### src/rtl/uart_word_assembler_if.sv
// Word-side valid/ready handshake between the UART word assembler and the RSA operand loader.
interface uart_word_assembler_if #(
    parameter int unsigned WORD_BITS = 32
);
    logic [WORD_BITS-1:0] word_out;
    logic                 word_valid;
    logic                 word_ready;

    modport master (
        output word_out,
        output word_valid,
        input  word_ready
    );

    modport slave (
        input  word_out,
        input  word_valid,
        output word_ready
    );
endinterface

### src/rtl/uart_word_assembler.sv
// Packs consecutive UART bytes (first byte = MSB) into one operand word; discards partial
// words on BREAK or inter-byte timeout and flags bytes dropped while a word is still held.
module uart_word_assembler #(
    parameter int unsigned PAYLOAD_BITS   = 8,
    parameter int unsigned NUM_BYTES      = 4,
    parameter int unsigned TIMEOUT_CYCLES = 1000000,
    localparam int unsigned WORD_BITS     = PAYLOAD_BITS * NUM_BYTES,
    localparam int unsigned BC_W          = $clog2(NUM_BYTES + 1)
) (
    input  logic                    clk,
    input  logic                    rst,
    input  logic [PAYLOAD_BITS-1:0] rx_data,
    input  logic                    rx_valid,
    input  logic                    rx_break,
    uart_word_assembler_if.master   wif,
    output logic [BC_W-1:0]         byte_count,
    output logic                    timeout_pulse,
    output logic                    overrun_err
);

    localparam int unsigned TMO_W = (TIMEOUT_CYCLES > 1) ? $clog2(TIMEOUT_CYCLES) : 1;

    typedef enum logic {
        COLLECT,
        FULL
    } state_t;

    state_t                 state_q,         state_d;
    logic [WORD_BITS-1:0]   shift_q,         shift_d;
    logic [WORD_BITS-1:0]   word_out_q,      word_out_d;
    logic                   word_valid_q,    word_valid_d;
    logic [BC_W-1:0]        byte_count_q,    byte_count_d;
    logic [TMO_W-1:0]       tmo_q,           tmo_d;
    logic                   timeout_pulse_q, timeout_pulse_d;
    logic                   overrun_err_q,   overrun_err_d;

    logic [WORD_BITS-1:0]   shift_next;
    logic                   handshake;

    assign shift_next = {shift_q[WORD_BITS-PAYLOAD_BITS-1:0], rx_data};
    assign handshake  = word_valid_q && wif.word_ready;

    always_comb begin
        state_d         = state_q;
        shift_d         = shift_q;
        word_out_d      = word_out_q;
        word_valid_d    = word_valid_q;
        byte_count_d    = byte_count_q;
        tmo_d           = tmo_q;
        timeout_pulse_d = 1'b0;
        overrun_err_d   = overrun_err_q;

        unique case (state_q)
            COLLECT: begin
                if (rx_break) begin
                    shift_d      = '0;
                    byte_count_d = '0;
                    tmo_d        = '0;
                end else if (rx_valid) begin
                    shift_d = shift_next;
                    tmo_d   = '0;
                    if (byte_count_q == BC_W'(NUM_BYTES - 1)) begin
                        word_out_d   = shift_next;
                        word_valid_d = 1'b1;
                        byte_count_d = BC_W'(NUM_BYTES);
                        state_d      = FULL;
                    end else begin
                        byte_count_d = byte_count_q + 1'b1;
                    end
                end else if (byte_count_q != '0) begin
                    if (tmo_q == TMO_W'(TIMEOUT_CYCLES - 1)) begin
                        shift_d         = '0;
                        byte_count_d    = '0;
                        tmo_d           = '0;
                        timeout_pulse_d = 1'b1;
                    end else begin
                        tmo_d = tmo_q + 1'b1;
                    end
                end
            end

            FULL: begin
                if (handshake) begin
                    word_valid_d = 1'b0;
                    byte_count_d = '0;
                    shift_d      = '0;
                    tmo_d        = '0;
                    state_d      = COLLECT;
                    // A byte landing on the handshake cycle opens the next word (zero-bubble path).
                    if (rx_valid && !rx_break) begin
                        shift_d      = WORD_BITS'(rx_data);
                        byte_count_d = BC_W'(1);
                    end
                end else if (rx_valid && !rx_break) begin
                    overrun_err_d = 1'b1;
                end
            end

            default: state_d = COLLECT;
        endcase
    end

    always_ff @(posedge clk) begin
        if (rst) begin
            state_q         <= COLLECT;
            shift_q         <= '0;
            word_out_q      <= '0;
            word_valid_q    <= 1'b0;
            byte_count_q    <= '0;
            tmo_q           <= '0;
            timeout_pulse_q <= 1'b0;
            overrun_err_q   <= 1'b0;
        end else begin
            state_q         <= state_d;
            shift_q         <= shift_d;
            word_out_q      <= word_out_d;
            word_valid_q    <= word_valid_d;
            byte_count_q    <= byte_count_d;
            tmo_q           <= tmo_d;
            timeout_pulse_q <= timeout_pulse_d;
            overrun_err_q   <= overrun_err_d;
        end
    end

    assign wif.word_out   = word_out_q;
    assign wif.word_valid = word_valid_q;
    assign byte_count     = byte_count_q;
    assign timeout_pulse  = timeout_pulse_q;
    assign overrun_err    = overrun_err_q;

endmodule

### src/flat_wrapper.sv
// flat-port wrapper written by rule: the top's interface ports become plain ports
module uart_word_assembler_flat 
#(
    parameter int unsigned PAYLOAD_BITS   = 8,
    parameter int unsigned NUM_BYTES      = 4,
    parameter int unsigned TIMEOUT_CYCLES = 1000000,
    localparam int unsigned WORD_BITS     = PAYLOAD_BITS * NUM_BYTES,
    localparam int unsigned BC_W          = $clog2(NUM_BYTES + 1)
)
  (clk, rst, rx_data, rx_valid, rx_break, byte_count, timeout_pulse, overrun_err, wif_word_out, wif_word_valid, wif_word_ready);
  uart_word_assembler_if #(.WORD_BITS(((8) * (4)))) wif_i ();
  input  logic clk;
  input  logic rst;
  input  logic [PAYLOAD_BITS-1:0] rx_data;
  input  logic rx_valid;
  input  logic rx_break;
  output logic [BC_W-1:0] byte_count;
  output logic timeout_pulse;
  output logic overrun_err;
  output wire logic [$bits(wif_i.word_out)-1:0] wif_word_out;
  output wire logic [$bits(wif_i.word_valid)-1:0] wif_word_valid;
  input wire logic [$bits(wif_i.word_ready)-1:0] wif_word_ready;
  assign wif_word_out = wif_i.word_out;
  assign wif_word_valid = wif_i.word_valid;
  assign wif_i.word_ready = wif_word_ready;
  uart_word_assembler #(.PAYLOAD_BITS(PAYLOAD_BITS), .NUM_BYTES(NUM_BYTES), .TIMEOUT_CYCLES(TIMEOUT_CYCLES)) u_core (.clk(clk), .rst(rst), .rx_data(rx_data), .rx_valid(rx_valid), .rx_break(rx_break), .wif(wif_i), .byte_count(byte_count), .timeout_pulse(timeout_pulse), .overrun_err(overrun_err));
endmodule
### config.mk
export PLATFORM = sky130hd
export DESIGN_NAME = uart_word_assembler_flat
export DESIGN_NICKNAME = d
export VERILOG_FILES = /design/src/rtl/uart_word_assembler_if.sv /design/src/rtl/uart_word_assembler.sv /design/src/flat_wrapper.sv
export SDC_FILE = /design/constraint.sdc
export NUM_CORES = 1
export LEC_CHECK = 0
export ABC_AREA = 1
export CAP_MARGIN = 5
export CORE_MARGIN = 3
export CORE_UTILIZATION = 56
export CTS_BUF_LIST = sky130_fd_sc_hd__clkbuf_8
export DETAILED_ROUTE_END_ITERATION = 8
export GPL_TIMING_DRIVEN = 0
export PLACE_DENSITY = 0.79
export SLEW_MARGIN = 20
export SYNTH_ARGS = -nofsm -noshare
export SYNTH_HDL_FRONTEND = slang
export SYNTH_SLANG_ARGS = --single-unit
### constraint.sdc
create_clock -name clk -period 1.8 [get_ports clk]
set_clock_uncertainty 0.15 [all_clocks]
set_input_delay 0.36 -clock clk [delete_from_list [all_inputs] [get_ports clk]]
set_output_delay 0.36 -clock clk [all_outputs]
set_load 0.1 [all_outputs]
# After elaboration in Yosys (flattened, before gate mapping)
# Index checks and enable logic that the tools add are counted.
dict set report word_totals {
  input_bits 13
  wordCells 64
  ff_bits 83
  out_inout_bits 38
}
dict set report classes {
  n_bitwise 4
  eq_ne 8
  reduce_logical 10
  add_sub_neg 2
  mux 32
}
# cell count
set ops {}
lappend ops {{$mux W24} 5}
lappend ops {{$mux W20} 5}
lappend ops {{$pmux W24 S2} 1}
lappend ops {{$pmux W20 S2} 1}
lappend ops {{$add A20 B1 Y20 const B} 1}
lappend ops {{$eq A20 B20 Y1 const B} 1}
lappend ops {{$mux W3} 6}
lappend ops {{$mux W1} 10}
lappend ops {{$mux W8} 1}
lappend ops {{$ne A4 B3 Y1 const B} 2}
lappend ops {{$reduce_and A4 Y1} 2}
lappend ops {{$ne A2 B2 Y1 const B} 3}
lappend ops {{$pmux W3 S2} 1}
lappend ops {{$reduce_and A3 Y1} 2}
lappend ops {{$reduce_or A5 Y1} 1}
lappend ops {{$not A1 Y1} 4}
lappend ops {{$pmux W1 S2} 2}
lappend ops {{$add A3 B1 Y3 const B} 1}
lappend ops {{$eq A3 B2 Y1 const B} 1}
lappend ops {{$reduce_bool A3 Y1} 1}
lappend ops {{$logic_and A1 B1 Y1} 2}
lappend ops {{$ne A2 B1 Y1 const B} 1}
lappend ops {{$reduce_and A2 Y1} 1}
lappend ops {{$logic_not A1 Y1} 1}

# Longest topological paths before layout
dict set report depth {
  depth_word 6
  mapped_depth 12
  mapped_depth_nobuf 12
}

# Least setup slack after synthesis
# Ideal clock, no wire load.
dict set report synth_path {
  path_kind {reg-to-reg}
  start {register u_core.byte_count_q[0] (netlist: u_core.byte_count[0])}
  end {register u_core.byte_count_q[1] (netlist: u_core.byte_count[1])}
  stages_incl_launch_ff 12
  t_required_ps 1525
  period_less_slack_ps 2441
  path_buffers 1
  arrival_time_ps 2166
  slack_ps -641
  setup_ps 125
  path_cell_list {dfxtp_1 -> inv_1 -> ha_1 -> inv_1 -> nor2_1 -> nand3_2 -> nand2_8 -> inv_4 -> nand2_4 -> buf_4 -> nand3_1 -> o21ai_0}
}
dict set report synth_between {
  elab_chain_cells 5
  word_cells_on_any_way 9
  classes_between {add/sub (1); eq/ne (2); mux (4); reduce/logical (2)}
}
# element line_no
set synth_rtl {}
lappend synth_rtl {{start, declared} uart_word_assembler.sv:32} ;# logic [BC_W-1:0] byte_count_q, byte_count_d;
lappend synth_rtl {{start signal, assigned} uart_word_assembler.sv:118} ;# byte_count_q <= byte_count_d;
lappend synth_rtl {{$add A3 B1 Y3 or $eq A3 B2 Y1 (tied branches)} {uart_word_assembler.sv:68, uart_word_assembler.sv:62}}
lappend synth_rtl {{$mux W3} uart_word_assembler.sv:62} ;# if (byte_count_q == BC_W'(NUM_BYTES - 1)) begin
lappend synth_rtl {{$mux W3} uart_word_assembler.sv:59} ;# end else if (rx_valid) begin
lappend synth_rtl {{$mux W3} uart_word_assembler.sv:55} ;# if (rx_break) begin
lappend synth_rtl {{$pmux W3 S2} uart_word_assembler.sv:53} ;# unique case (state_q)
# Parallel ways exist; a longest one is shown, timed or not.
# A chain may end at the register's enable or synchronous reset.

# Final worst setup path
dict set report layout_path {
  start {register u_core.word_valid_q (netlist: u_core.wif.word_valid)}
  end {output wif_word_valid}
}
# element line_no
set layout_rtl {}
lappend layout_rtl {{start, declared} uart_word_assembler.sv:31} ;# logic word_valid_q, word_valid_d;
lappend layout_rtl {{start signal, assigned} uart_word_assembler.sv:117} ;# word_valid_q <= word_valid_d;
lappend layout_rtl {{end, declared} flat_wrapper.sv:21} ;# output wire logic [$bits(wif_i.word_valid)-1:0] wif_word_valid;
# No word-level cell between the ends.

==> summary.md <==
Setup path
* 11 — FF-to-FF path depth
* 3 — largest fanout on the critical path
* flip-flop to output pin — worst setup path category
* clkdlybuf4s18_2 — slowest stage cell on the critical path
* flip-flop — Critical Path Source Type
* 0.06 ns — R2R setup slack
* clkdlybuf4s18_2 — chain of cells forming the critical path
* output pin — Worst setup EP type
* buffers and inverters — CP delay by family, top
* 1.25 ns — critical path arrival
* 1 — Stages on worst setup path
* 1 — number of buffers and inverters on the critical path
* u_core.tmo_q[4]$_SDFFE_PP0P_ — capture point of the worst reg-to-reg path
* 0.55 ns — longest individual stage delay on the worst path
* 1.29 ns — Worst Path Required
* u_core.byte_count[0]$_SDFFE_PP0P_ — launching point of the worst reg2reg path

Timing
* 1.76 ns — Final min period
* 0 — hold violation total from the final report
* 567 MHz — top achievable clock speed
* 0.633 — worst-case headroom to the max-slew limit
* 0 — Slew Viols, Final
* yes — RSZ-0062 raised after global routing
* 0.553 ns — Slew @ Worst Pin
* 0 — final setup fails
* 0 ns — setup TNS after final layout
* 0.0372 ns — worst-case setup margin in the final layout
* 0.309 ns — WHS
* 0.979 — final worst-path cycle share

Place
* -0.452 ns — minimum setup slack after placement
* 0.882 — weighted congestion at the end of routability-driven global placement
* 5780 microns — DPL Wire Length
* 50 — count of port buffers added during placement
* 4030 sq um — cell area after placement

GRT
* 13,700 microns — global-route wire length before repair
* 2,940 — number of global-route vias before repair
* 0.243 — global routing usage summed across all routing layers
* 14 — pin count of the biggest net entering global routing
* 0 — number of antenna violations at the first check in global routing
* 0 — GRT overflow

Synth
* 0 — Async SR Flop Fraction
* dfxtp_1, nor2_1, nand2_1 — most numerous cell types in the synthesized netlist
* 0.490 — Synth top area share
* 0 — Yosys Warn Count
* dfxtp_1, nor2_1, nand2_1 — synth top area cells
* 448 — Mapped Cells
* 32 — number of distinct standard cells referenced by the synthesized netlist
* dfxtp_1 — top cell type by total area after synthesis
* 3390 sq um — area of the mapped netlist
* 83 — number of register bits inferred by synthesis
* 465 — syn nets
* 0 — number of synthesized flops with an enable pin
* 7.57 sq um — Post-Syn Area per Cell
* 0.490 — sequential-to-total area share from yosys stat
* dfxtp_1 — commonest register cell after synthesis

Clock network
* 0.35 ns — worst skew pair latency
* 2 — worst-case clock buffer depth
* 83 — TritonCTS Sinks
* built — CTS tree
* 3 — deepest level of the CTS H-tree
* 0.08 ns — clock transition at the register clock pins on the worst setup and hold paths after CTS
* 9 — Num CTS Buffers
* clkbuf_8 — Clock Root Buffer

Power
* 0.000593 V — Max rail drop VDD
* 759 nW/um^2 — power density of the placed cells
* 3.37 mW — total power draw
* 1.68 nW — Pleak

Cells and area
* 534 — fin nets
* 441 — Filler Cell Count
* 1680 sq um — Sequential Area
* 30.7% — Layout Area Growth over Synthesis
* 4430 sq um — Layout Cell Area excl Fill
* 0.225 — share of final-layout standard cells stronger than drive strength 1
* 0 — antenna cell count
* 1620 sq um — area of combinational cells with multiple inputs

Die
* 0.598 — starting density of the core
* 5680 sq um — core area
* 83.8 microns — die width
* 7030 sq um — area enclosed by the die boundary
* 27 — Cell Rows
* 83.8 microns — Die H
* 51 — Ports

Routing
* 3,184 — number of vias in the routed layout
* 14.2 microns — routed wirelength normalized by instance count
* 8410 microns — WL final
* 0 — DRC violation count after routing
* 254 — initial detailed-routing violation count
* 0 — number of nets with antenna violations after routing
* 5.38 — via count normalized by instance count
* 5 — 1st-pass router iterations

Min path
* 2 — worst hold path stage count
* u_core.shift_q[22]$_SDFFE_PP0P_ — HP Start
* u_core.shift_q[22]$_SDFFE_PP0P_ — hold-critical path endpoint
* flip-flop to flip-flop — Hold WC Path Type

Status
* finished clean — result of the run

Flow run
* 0 — number of violations of the max-capacitance limit

## area by class of cell
type,instances,area share
sequential,83,0.378
clock buffer,9,0.0280
inverter,44,0.0407
timing repair buffer,59,0.130
buffer,16,0.0254
clock inverter,5,0.0127
multi-input combinational,304,0.365
tap,72,0.0203
## sequential cells by signal (all words and copies together) (netlist names)
signal and count:
u_core.timeout_pulse 1, u_core.wif.word_valid 1, u_core.wif.word_out 32, u_core.state_q 1, u_core.tmo_q 20, u_core.overrun_err 1, u_core.byte_count 3, u_core.shift_q 24
## worst max-delay path by stage
stage / startpoint / end / slack, ns
3_5_place_dp: rx_valid / u_core.wif.word_valid$_SDFFE_PP0P_ / -0.45
2_1_floorplan: u_core.byte_count[0]$_SDFFE_PP0P_ / u_core.shift_q[0]$_SDFFE_PP0P_ / 0.01
6_report: u_core.wif.word_valid$_SDFFE_PP0P_ / wif_word_valid / 0.04
3_3_place_gp: rx_valid / u_core.wif.word_valid$_SDFFE_PP0P_ / -0.45
5_1_grt: u_core.byte_count[0]$_SDFFE_PP0P_ / u_core.tmo_q[13]$_SDFFE_PP0P_ / -0.06
4_1_cts: rx_valid / u_core.wif.word_valid$_SDFFE_PP0P_ / 0.001
## routing by layer
| layer | share of wire | wire, microns | up-vias | GRT usage |
|---|---|---|---|---|
| met5 | 0 | 0 | - | 0 |
| met4 | 0.017 | 143 | 0 | 0.0994 |
| met3 | 0.053 | 448 | 12 | 0.0454 |
| met2 | 0.47 | 3940 | 103 | 0.375 |
| met1 | 0.46 | 3880 | 1474 | 0.334 |
| li1 | - | - | 1595 | - |
## power by group
| part | internal [mW] | switching (mW) | leakage (nW) |
|---|---|---|---|
| combinational | 0.0982 | 0.144 | 0.912 |
| clock | 0.623 | 0.643 | 0.0909 |
| sequential | 1.84 | 0.0131 | 0.673 |
## cell families (layout without fill, tap and decap cells)
family | after synthesis | in the layout | synth area share
flip-flops | 83 | 83 | 0.490
XOR/XNOR | 2 | 2 | 0.00517
AND/OR/NAND/NOR | 218 | 218 | 0.290
AO/OA/AOI/OAI | 80 | 80 | 0.123
buffers and inverters | 61 | 133 | 0.0775
adder cells (fa/ha/maj) | 4 | 4 | 0.0148
## per-stage QoR
stage                     utilization  cells
after floorplan                     -    448
after global placement          0.710    570
after detailed placement        0.710    570
after CTS                       0.761    589
after global routing            0.781    592
final                           0.781    592
## cells in the final DEF, fill, tap and decap left out, types with 4 or more instances in the layout
master	n
a21oi_1	26
buf_2	11
buf_4	8
clkbuf_1	6
clkbuf_8	9
clkdlybuf4s15_2	24
clkdlybuf4s18_2	6
clkdlybuf4s50_1	12
dfxtp_1	76
dfxtp_2	5
inv_1	36
nand2_1	73
nand3_1	25
nand3_4	4
nand4_1	7
nor2_1	78
nor2_4	5
nor3_1	7
nor3_2	6
o21ai_0	41
o21ai_1	7
## repair_timing
| item | in CTS | in global routing |
|---|---|---|
| endpoints found under the hold margin | 0 | 0 |
| setup endpoints to repair | 91 | 74 |
| pin swaps | 5 | 7 |
| hold buffers | 0 | 0 |
| gates resized for setup | 123 | 60 |
| buffers inserted | 5 | 4 |
(Power assumes the default switching activity.)
